===== src/rtl/sram_march_bist_ctrl.sv =====
// ---------------------------------------------------------------------------
// sram_march_bist_ctrl
// March C- BIST engine for the dedicated BIST port of a single-port SRAM
// macro. It issues one operation per clock through six march elements
// (w0 / r0,w1 / r1,w0 up, then r0,w1 / r1,w0 / r0 down). It also checks read
// data against the expected background, and it reports pass/fail, the first
// failing address and bits, and a saturating error count.
//
// Ports
//   A_BIST_CLK   : clock, shared with the macro BIST port
//   A_BIST_RST   : synchronous active-high reset
//   start        : level, sampled in IDLE/DONE, launches a run
//   A_DOUT       : macro read data
//   A_BIST_EN    : BIST port select (RUN and DRAIN)
//   A_BIST_MEN/WEN/REN/ADDR/DIN/BM : macro BIST command
//   busy / done  : run in progress / run finished
//   fail, fail_addr, fail_bits, err_cnt : compare results of the last run
// ---------------------------------------------------------------------------
module sram_march_bist_ctrl #(
  parameter int P_ADDR_WIDTH = 8,
  parameter int P_DATA_WIDTH = 8,
  parameter int P_RD_LAT     = 1
) (
  input  logic                    A_BIST_CLK,
  input  logic                    A_BIST_RST,
  input  logic                    start,
  input  logic [P_DATA_WIDTH-1:0] A_DOUT,
  output logic                    A_BIST_EN,
  output logic                    A_BIST_MEN,
  output logic                    A_BIST_WEN,
  output logic                    A_BIST_REN,
  output logic [P_ADDR_WIDTH-1:0] A_BIST_ADDR,
  output logic [P_DATA_WIDTH-1:0] A_BIST_DIN,
  output logic [P_DATA_WIDTH-1:0] A_BIST_BM,
  output logic                    busy,
  output logic                    done,
  output logic                    fail,
  output logic [P_ADDR_WIDTH-1:0] fail_addr,
  output logic [P_DATA_WIDTH-1:0] fail_bits,
  output logic [7:0]              err_cnt
);

  localparam logic [P_ADDR_WIDTH-1:0] L_ADDR_MAX = '1;
  localparam logic [P_DATA_WIDTH-1:0] L_D0       = '0;
  localparam logic [P_DATA_WIDTH-1:0] L_D1       = '1;
  localparam int                      L_PIPE     = P_RD_LAT + 1;
  localparam int                      L_DCNT_W   = $clog2(L_PIPE + 1) + 1;

  typedef enum logic [1:0] {S_IDLE, S_RUN, S_DRAIN, S_DONE} state_t;

  state_t                  r_state;
  logic [2:0]              r_elem;   // march element M0..M5
  logic [P_ADDR_WIDTH-1:0] r_addr;
  logic                    r_phase;  // 0: first op at this address, 1: second
  logic [L_DCNT_W-1:0]     r_dcnt;

  // Compare pipeline: entry 0 is loaded with the command, and the last entry
  // lines up with the read data returned by the macro.
  logic                    r_vld_p  [L_PIPE];
  logic [P_ADDR_WIDTH-1:0] r_addr_p [L_PIPE];
  logic [P_DATA_WIDTH-1:0] r_exp_p  [L_PIPE];

  logic                    w_is_read;
  logic                    w_last_op;
  logic [P_ADDR_WIDTH-1:0] w_term;
  logic [P_DATA_WIDTH-1:0] w_rd_exp;
  logic [P_DATA_WIDTH-1:0] w_wr_dat;
  logic [2:0]              w_next_elem;
  logic [P_ADDR_WIDTH-1:0] w_next_start;
  logic [P_DATA_WIDTH-1:0] w_cmp_bits;
  logic                    w_mismatch;

  function automatic logic [7:0] sat_inc(input logic [7:0] v);
    return (v == 8'hFF) ? v : v + 8'd1;
  endfunction

  // M0 and M5 have a single op per address; the others are read then write.
  assign w_is_read    = (r_elem == 3'd5) || ((r_elem != 3'd0) && !r_phase);
  assign w_last_op    = (r_elem == 3'd0) || (r_elem == 3'd5) || r_phase;
  assign w_term       = (r_elem <= 3'd2) ? L_ADDR_MAX : '0;
  assign w_rd_exp     = ((r_elem == 3'd2) || (r_elem == 3'd4)) ? L_D1 : L_D0;
  assign w_wr_dat     = ((r_elem == 3'd1) || (r_elem == 3'd3)) ? L_D1 : L_D0;
  assign w_next_elem  = r_elem + 3'd1;
  assign w_next_start = (w_next_elem <= 3'd2) ? '0 : L_ADDR_MAX;
  assign w_cmp_bits   = A_DOUT ^ r_exp_p[L_PIPE-1];
  assign w_mismatch   = r_vld_p[L_PIPE-1] && (w_cmp_bits != '0);

  // Pipeline address/expected payload needs no reset; only valid is flushed.
  always_ff @(posedge A_BIST_CLK) begin
    r_addr_p[0] <= r_addr;
    r_exp_p[0]  <= w_rd_exp;
    for (int i = 1; i < L_PIPE; i++) begin
      r_addr_p[i] <= r_addr_p[i-1];
      r_exp_p[i]  <= r_exp_p[i-1];
    end
  end

  always_ff @(posedge A_BIST_CLK) begin
    if (A_BIST_RST) begin
      r_state     <= S_IDLE;
      r_elem      <= '0;
      r_addr      <= '0;
      r_phase     <= 1'b0;
      r_dcnt      <= '0;
      for (int i = 0; i < L_PIPE; i++) r_vld_p[i] <= 1'b0;
      A_BIST_EN   <= 1'b0;
      A_BIST_MEN  <= 1'b0;
      A_BIST_WEN  <= 1'b0;
      A_BIST_REN  <= 1'b0;
      A_BIST_ADDR <= '0;
      A_BIST_DIN  <= '0;
      A_BIST_BM   <= '0;
      busy        <= 1'b0;
      done        <= 1'b0;
      fail        <= 1'b0;
      fail_addr   <= '0;
      fail_bits   <= '0;
      err_cnt     <= '0;
    end else begin
      r_vld_p[0] <= 1'b0;
      for (int i = 1; i < L_PIPE; i++) r_vld_p[i] <= r_vld_p[i-1];

      // Compare stage: read data returned by the macro meets its expectation.
      if (w_mismatch) begin
        err_cnt <= sat_inc(err_cnt);
        if (!fail) begin
          fail      <= 1'b1;
          fail_addr <= r_addr_p[L_PIPE-1];
          fail_bits <= w_cmp_bits;
        end
      end

      case (r_state)
        S_IDLE, S_DONE: begin
          if (start) begin
            r_state   <= S_RUN;
            r_elem    <= '0;
            r_addr    <= '0;
            r_phase   <= 1'b0;
            A_BIST_EN <= 1'b1;
            busy      <= 1'b1;
            done      <= 1'b0;
            fail      <= 1'b0;
            fail_addr <= '0;
            fail_bits <= '0;
            err_cnt   <= '0;
          end
        end

        // Issue stage: one command per clock, entry 0 of the compare pipe.
        S_RUN: begin
          A_BIST_MEN  <= 1'b1;
          A_BIST_WEN  <= !w_is_read;
          A_BIST_REN  <= w_is_read;
          A_BIST_ADDR <= r_addr;
          A_BIST_BM   <= '1;
          if (!w_is_read) A_BIST_DIN <= w_wr_dat;
          r_vld_p[0]  <= w_is_read;

          if (!w_last_op) begin
            r_phase <= 1'b1;
          end else begin
            r_phase <= 1'b0;
            if (r_addr == w_term) begin
              if (r_elem == 3'd5) begin
                r_state <= S_DRAIN;
                r_dcnt  <= '0;
              end else begin
                r_elem <= w_next_elem;
                r_addr <= w_next_start;
              end
            end else if (r_elem <= 3'd2) begin
              r_addr <= r_addr + 1'b1;
            end else begin
              r_addr <= r_addr - 1'b1;
            end
          end
        end

        // Drain: keep the port selected until every read has been compared.
        S_DRAIN: begin
          A_BIST_MEN <= 1'b0;
          A_BIST_WEN <= 1'b0;
          A_BIST_REN <= 1'b0;
          A_BIST_BM  <= '0;
          r_dcnt     <= r_dcnt + L_DCNT_W'(1);
          if (r_dcnt == L_DCNT_W'(L_PIPE)) begin
            r_state   <= S_DONE;
            A_BIST_EN <= 1'b0;
            busy      <= 1'b0;
            done      <= 1'b1;
          end
        end

        default: r_state <= S_IDLE;
      endcase
    end
  end

endmodule


===== config.mk =====
export PLATFORM = sky130hd
export DESIGN_NAME = sram_march_bist_ctrl
export DESIGN_NICKNAME = d
export VERILOG_FILES = /design/src/rtl/sram_march_bist_ctrl.sv
export SDC_FILE = /design/constraint.sdc
export NUM_CORES = 1
export LEC_CHECK = 0
export BUFFER_PORTS_ARGS = -buffer_cell sky130_fd_sc_hd__buf_2
export CORE_MARGIN = 10
export CORE_UTILIZATION = 55
export DETAILED_ROUTE_END_ITERATION = 12
export PLACE_DENSITY = 0.76
export SYNTH_ARGS = -nofsm -noshare
export SYNTH_HDL_FRONTEND = slang
export SYNTH_SLANG_ARGS = --single-unit

===== constraint.sdc =====
create_clock -name A_BIST_CLK -period 3.7 [get_ports A_BIST_CLK]
set_input_delay 0.185 -clock A_BIST_CLK [delete_from_list [all_inputs] [get_ports A_BIST_CLK]]
set_output_delay 0.185 -clock A_BIST_CLK [all_outputs]
set_load 0.02 [all_outputs]

======== Word level (Yosys, flattened, before mapping) ========
Memories as Yosys holds them, arrays and structs flattened.
Index checks and enable logic that the tools add are counted.
storage, ports and cells
  input bits .............................. 11
  memories kept ........................... 3
  memory bits (writable) .................. 34
  output and inout port bits .............. 55
  bits in registers ....................... 71
  word-level logic and storage cells ...... 135
operators by class
  $add $sub $neg .......................... 5
  bitwise logic cells ..................... 5
  mux-type cells .......................... 61
  $lt $le $gt $ge ......................... 2
  equal/unequal tests ..................... 18
  reduce and logical (&&, ||, !) cells .... 24
memories
  memory    words  width  read ports  clocked after memory_dff  wr ports  RTL line  text
  r_addr_p  2      8      2           0                         2         60        logic [P_ADDR_WIDTH-1:0] r_addr_p [L_PIPE];
  r_exp_p   2      8      2           0                         2         61        logic [P_DATA_WIDTH-1:0] r_exp_p [L_PIPE];
  r_vld_p   2      1      2           0                         2         59        logic r_vld_p [L_PIPE];
operator list
  operator                                             number
  2-to-1 mux 8 bit                                     21
  one-hot mux 8 bit (2 select lines)                   2
  2-to-1 mux 3 bit                                     7
  2-to-1 mux 1 bit                                     17
  adder 8 x 1 -> 8 bit, second input constant          2
  inequality test 2 bit, second input constant         6
  one-hot mux 1 bit (2 select lines)                   6
  one-hot mux 3 bit (2 select lines)                   2
  2-to-1 mux 2 bit                                     5
  AND reduction 5 bit                                  2
  equality test 3 x 2 -> 1 bit, second input constant  3
  equality test 8 bit                                  1
  equality test 8 bit, second input constant           1
  AND reduction 4 bit                                  2
  nonzero test 8 bit                                   1
  subtractor 8 x 1 -> 8 bit, second input constant     1
  XOR 8 bit                                            1
  adder 3 x 1 -> 3 bit, second input constant          2
  equality test 3 bit, second input constant           2
  <= comparator 3 x 2 -> 1 bit, second input constant  2
  one-hot mux 2 bit (3 select lines)                   1
  nonzero test 2 bit                                   3
  logical OR 1 bit                                     5
  equality test 2 bit, second input constant           2
  other kinds (13)                                     18

======== Depth between registers and ports, before layout ========
  word-level depth ........................ 7
  gate-level depth with buffers ........... 13
  mapped depth without buffers ............ 12

======== Least setup slack after synthesis ========
OpenSTA, ideal clock, no wires.
  kind .................................... register to register
  from .................................... register r_elem[0]
  to ...................................... register r_addr[7]
  buffers on the path ..................... 1
  setup slack ............................. 1.021 ns
  data arrival time ....................... 2.608 ns
  clock period less this slack ............ 2.679 ns
  stages on the path, launching flop included .. 13
  library setup time ...................... 0.070 ns
  cells stage by stage .................... dfxtp_1 inv_1 ha_1 nor2b_1 buf_2 nor2_2 inv_1 ha_1 or3_1 o2bb2ai_1 o31a_1 a211o_1 a21oi_1
on the way
  cells in the longest elaborated chain, start to end .. 7
  elaborated cells between the ends (all ways) .. 18
ends and longest elaborated chain
  what                                RTL line  text
  start, declared                     52        logic [2:0] r_elem;
  start signal, assigned              169       r_elem <= w_next_elem;
  adder 3 x 1 -> 3 bit                83        assign w_next_elem = r_elem + 3'd1;
  <= comparator 3 x 2 -> 1 bit        84        assign w_next_start = (w_next_elem <= 3'd2) ? '0 : L_ADDR_MAX;
  2-to-1 mux 8 bit                    84
  2-to-1 mux 8 bit                    165       if (r_elem == 3'd5) begin
  2-to-1 mux 8 bit                    164       if (r_addr == w_term) begin
  2-to-1 mux 8 bit                    160       if (!w_last_op) begin
  one-hot mux 8 bit (2 select lines)  133       case (r_state)
  end signal, assigned                170       r_addr <= w_next_start;
  end signal, assigned                173       r_addr <= r_addr + 1'b1;
  end signal, assigned                175       r_addr <= r_addr - 1'b1;
  end, declared                       53        logic [P_ADDR_WIDTH-1:0] r_addr;
Parallel ways exist; a longest one is shown, timed or not. The select of a mux whose other input is x is not followed.
A chain may end at the register's enable or synchronous reset.

======== Worst setup path after layout ========
  from .................................... register r_elem[0]
  to ...................................... register r_addr[6]
The elaborated chain is that of the path after synthesis.

==> results by group <==
Outcome
  – Status: finished clean

Global routing
  – Antenna violations before repair: 0
  – Gr ovfl total: 0
  – First-pass GRT wire length: 12.4 mm
  – Pin count of the biggest net entering global routing: 36
  – Total track usage: about 15%
  – Vias in the first global route: 2653

Clock network
  – Worst-skew pair later-pin latency: 0.35 ns
  – Maximum buffer depth of the clock tree: 2
  – Clock Root Buffer: sky130_fd_sc_hd__clkbuf_8
  – Clock-pin slew reported for the worst setup and hold paths after clock tree synthesis: about 0.080 ns
  – CTS buffer count: 9
  – Number of sinks driven by the clock tree: 76
  – CTS tree: done
  – H-tree depth: 3
  – Total setup buffers inserted after CTS: 0

Synth
  – Count of distinct cell types in the synthesized netlist: 53
  – Number of warnings issued by yosys: 0
  – Netlist area before placement: approximately 0.0035 mm^2
  – Share of flip-flops with an asynchronous set or reset after synthesis: 0%
  – EDFF count, synth: 0
  – #FFs+latches synth: 76
  – Average footprint of a synthesized cell: 9.19 um^2
  – Synthesized Nets: approximately 410
  – Count of mapped cells out of synthesis: 385
  – Most used DFF post-synth: sky130_fd_sc_hd__dfxtp_1
  – Sequential cell area fraction in the yosys report: a little over two fifths

STA
  – RSZ-0062 raised after global routing: false
  – Fin crit share: between 90% and 100%
  – Worst-case headroom to the max-slew limit: ~44%
  – Final setup violation count: 0
  – Minimum period implied by the final worst setup slack: 3.37 ns
  – Worst Max-Slew Pin Slew: between 0.8 and 0.9 ns
  – Post-Route Skew: a little under 0.008 ns
  – Total negative slack: 0 ns
  – Number of max-slew violations in the final report: 0
  – Final hold vios: 0
  – Fmax: 297 MHz

Routing
  – Number of nets still failing antenna checks after routing: 0
  – Routed wire per std cell: 14.4 um
  – Total Routed Length: ~7.3 mm
  – Post-detailed-route DRC marker count: 0
  – Starting DRT DRC Count: between 150 and 200
  – Via-to-Cell Ratio: ~5.6
  – Via Count: ~2800
  – Pre-antenna DRT Iters: 4

Power and ir drop
  – Largest vdd supply drop: ~500 uV
  – Reported leakage power: 1.60 nW
  – P per Cell Area: approximately 570 mW/mm^2

Setup path
  – Startpoint of the lowest-slack register-to-register path: r_elem[0]$_SDFFE_PP0P_
  – Master of the slowest instance on the critical path: sky130_fd_sc_hd__a221oi_1
  – Setup CP Type: flip-flop to flip-flop
  – Total buffers and inverters traversed by the critical path: 2
  – Biggest cell delay along the critical path: 0.75 ns
  – WP depth: 11
  – Cells on worst reg2reg path: 11
  – Cells along the critical path: inv_1 > ha_1 > nor2b_1 > nor2_2 > inv_1 > ha_1 > nand2_1 > a221oi_4 > a221oi_1 > a21oi_1 > o32ai_1
  – FF-to-FF setup slack: 0.33 ns
  – Category of the worst setup path launch point: flip-flop
  – Worst flop-to-flop path endpoint: r_addr[6]$_SDFFE_PP0P_
  – Capturing element type of the critical path: flip-flop
  – CP required: approximately 4.0 ns
  – Worst Path Arrival: approximately 3.6 ns
  – Max Fanout on Critical Path: 12
  – Largest delay contributor family on the critical path: compound AO/OA/AOI/OAI gates

Layout
  – Relative area change from synthesis to final layout: 12.0%
  – Fraction of layout instances using a drive strength above 1: 20.7%
  – Final Instance Count excl. Fillers: ~500
  – Number of diodes: 0
  – Fin nets: 450

Floorplanning
  – Die Span Y: between 100 and 150 um
  – Horizontal die dimension: roughly 100 um
  – Initial standard-cell utilization of the core: 56.0%
  – Total I/O pin count: 66
  – Area of the placeable core: between 0.006 and 0.007 mm^2
  – Site row count: 29
  – Area of the die: roughly 0.01 mm^2

Hold path
  – Worst-case hold path end point: fail_bits[4]$_SDFF_PP0_
  – Launch instance of the worst min-delay path: A_DOUT[4]
  – Hold/Removal Path Class: input pin to flip-flop
  – Cell depth of the worst hold path: 3

Place
  – Weighted congestion reported at the end of routability-driven placement: ~0.83
  – # port buffers: 65
  – Placed cell count: 490
  – HPWL Detailed: approximately 5.2 mm

Job
  – Reported max-cap violation count: 0
-- cells in the final DEF (no fill, tap or decap), drive strengths merged, types with 7 or more instances in the layout --
cell type / n
buf: 66
nand2: 21
xnor2: 15
clkbuf: 10
nor2: 45
nand2b: 7
dfxtp: 76
o21ai: 16
inv: 14
ha: 15
a21oi: 24
mux2i: 21
a211oi: 13
-- synth_stat cells, types with 3 or more instances --
| master | number | area (um^2) |
|---|---|---|
| sky130_fd_sc_hd__o31ai_1 | 3 | 22.5 |
| sky130_fd_sc_hd__a21oi_1 | 24 | 120 |
| sky130_fd_sc_hd__nor3_1 | 4 | 20.0 |
| sky130_fd_sc_hd__nand2_1 | 21 | 78.8 |
| sky130_fd_sc_hd__and3_1 | 4 | 25.0 |
| sky130_fd_sc_hd__nand3_1 | 6 | 30.0 |
| sky130_fd_sc_hd__or4_1 | 3 | 22.5 |
| sky130_fd_sc_hd__and2_1 | 3 | 18.8 |
| sky130_fd_sc_hd__buf_2 | 6 | 30.0 |
| sky130_fd_sc_hd__a221oi_1 | 5 | 43.8 |
| sky130_fd_sc_hd__ha_1 | 15 | 188 |
| sky130_fd_sc_hd__dfxtp_1 | 76 | 1520 |
| sky130_fd_sc_hd__xor2_1 | 4 | 35.0 |
| sky130_fd_sc_hd__a22oi_1 | 3 | 22.5 |
| sky130_fd_sc_hd__nand4_1 | 6 | 37.5 |
| sky130_fd_sc_hd__xnor2_1 | 15 | 131 |
| sky130_fd_sc_hd__o21ai_0 | 13 | 65.1 |
| sky130_fd_sc_hd__mux2i_1 | 21 | 210 |
| sky130_fd_sc_hd__a211oi_1 | 13 | 97.6 |
| sky130_fd_sc_hd__buf_4 | 16 | 120 |
| sky130_fd_sc_hd__inv_1 | 12 | 45.0 |
| sky130_fd_sc_hd__or3_1 | 4 | 25.0 |
| sky130_fd_sc_hd__nor2_1 | 44 | 165 |
| sky130_fd_sc_hd__clkbuf_1 | 13 | 48.8 |
| sky130_fd_sc_hd__nand2b_1 | 7 | 43.8 |
| sky130_fd_sc_hd__nor2b_1 | 5 | 31.3 |
| sky130_fd_sc_hd__o32ai_1 | 3 | 26.3 |
-- flip-flops by register name, indices dropped and copies added (netlist names), 2 cells and up --
register,flops
err_cnt,8
r_state,2
r_addr_p,16
r_vld_p,2
r_exp_p,2
r_dcnt,3
r_addr,8
r_elem,3
A_BIST_ADDR,8
fail_bits,8
fail_addr,8
-- routing by layer --
metal | GRT usage (%) | vias to the layer above | share of wire (%) | wire length (um)
met5 | 0 | - | 0 | 0
met4 | 6.52 | 0 | 1.7 | 126
met3 | 4.60 | 15 | 7.3 | 529
met2 | 22.1 | 88 | 42 | 3080
met1 | 19.3 | 1277 | 49 | 3550
li1 | - | 1429 | - | -
-- area by class of cell --
| type | instances | area (um^2) |
|---|---|---|
| inverters | 12 | 45.0 |
| flip-flops and latches | 76 | 1520 |
| multi-input cells | 259 | 1770 |
| fillers | 554 | 2350 |
| repair buffers | 66 | 333 |
| well taps | 77 | 96.3 |
| clock buffers | 10 | 128 |
| clock inverters | 6 | 71.3 |
-- worst min-delay path, cell delays in order --
cell and delay (ns):
sky130_fd_sc_hd__buf_2 0.10, sky130_fd_sc_hd__xnor2_1 0.11, sky130_fd_sc_hd__a211oi_1 0.06
-- cells by family (layout without fill, tap and decap cells) --
group / after synthesis / after routing / share of synthesized area (%)
AOI/OAI and AO/OA: 86 / 86 / 16.9
xor gates and xnor gates: 19 / 19 / 4.70
adders and majority gates: 15 / 15 / 5.31
buffers and inverters: 50 / 94 / 7.43
DFF: 76 / 76 / 43.0
muxes: 22 / 22 / 6.26
and+or+nand+nor: 117 / 117 / 16.4
-- stage by stage --
step                total power, W  cell area [um^2]  worst slack, ns  utilization (%)  hold slack [ns]
floorplan                  0.00154              3540             1.02                -            0.310
global placement           0.00162              3750            0.607             59.4            0.310
CTS                        0.00227              3950            0.344             62.6            0.145
detailed placement         0.00163              3750            0.403             59.4            0.312
finish                     0.00225              3960            0.332             62.7            0.147
global route               0.00238              3960          0.00740             62.7            0.169
-- how the worst max path moves through the flow --
stage / from / end / slack [ns]
detailed placement: r_elem[0]$_SDFFE_PP0P_ / r_addr[6]$_SDFFE_PP0P_ / 0.40
CTS: r_elem[0]$_SDFFE_PP0P_ / r_dcnt[2]$_SDFFE_PP0P_ / 0.34
finish: r_elem[0]$_SDFFE_PP0P_ / r_addr[6]$_SDFFE_PP0P_ / 0.33
global route: r_elem[0]$_SDFFE_PP0P_ / r_addr[6]$_SDFFE_PP0P_ / 0.007
floorplan: r_elem[0]$_SDFFE_PP0P_ / r_addr[7]$_SDFFE_PP0P_ / 1.02
global placement: r_elem[0]$_SDFFE_PP0P_ / r_dcnt[1]$_SDFFE_PP0P_ / 0.61
-- repair_timing --
item | 4_1_cts | 5_1_grt
hold buffers | 0 | 0
setup endpoints to repair | 0 | 3
gates resized for setup | 0 | 1
-- power breakdown --
| group | total (W) | internal (W) | switching, W | leakage [nW] |
|---|---|---|---|---|
| clock | 0.000637 | 0.000317 | 0.000320 | 0.0935 |
| sequential | 0.000916 | 0.000868 | 0.0000471 | 0.614 |
| combinational | 0.000694 | 0.000234 | 0.000460 | 0.889 |
| total | 0.00225 | 0.00142 | 0.000827 | 1.60 |
No activity file was read; power rests on OpenSTA's default activity.
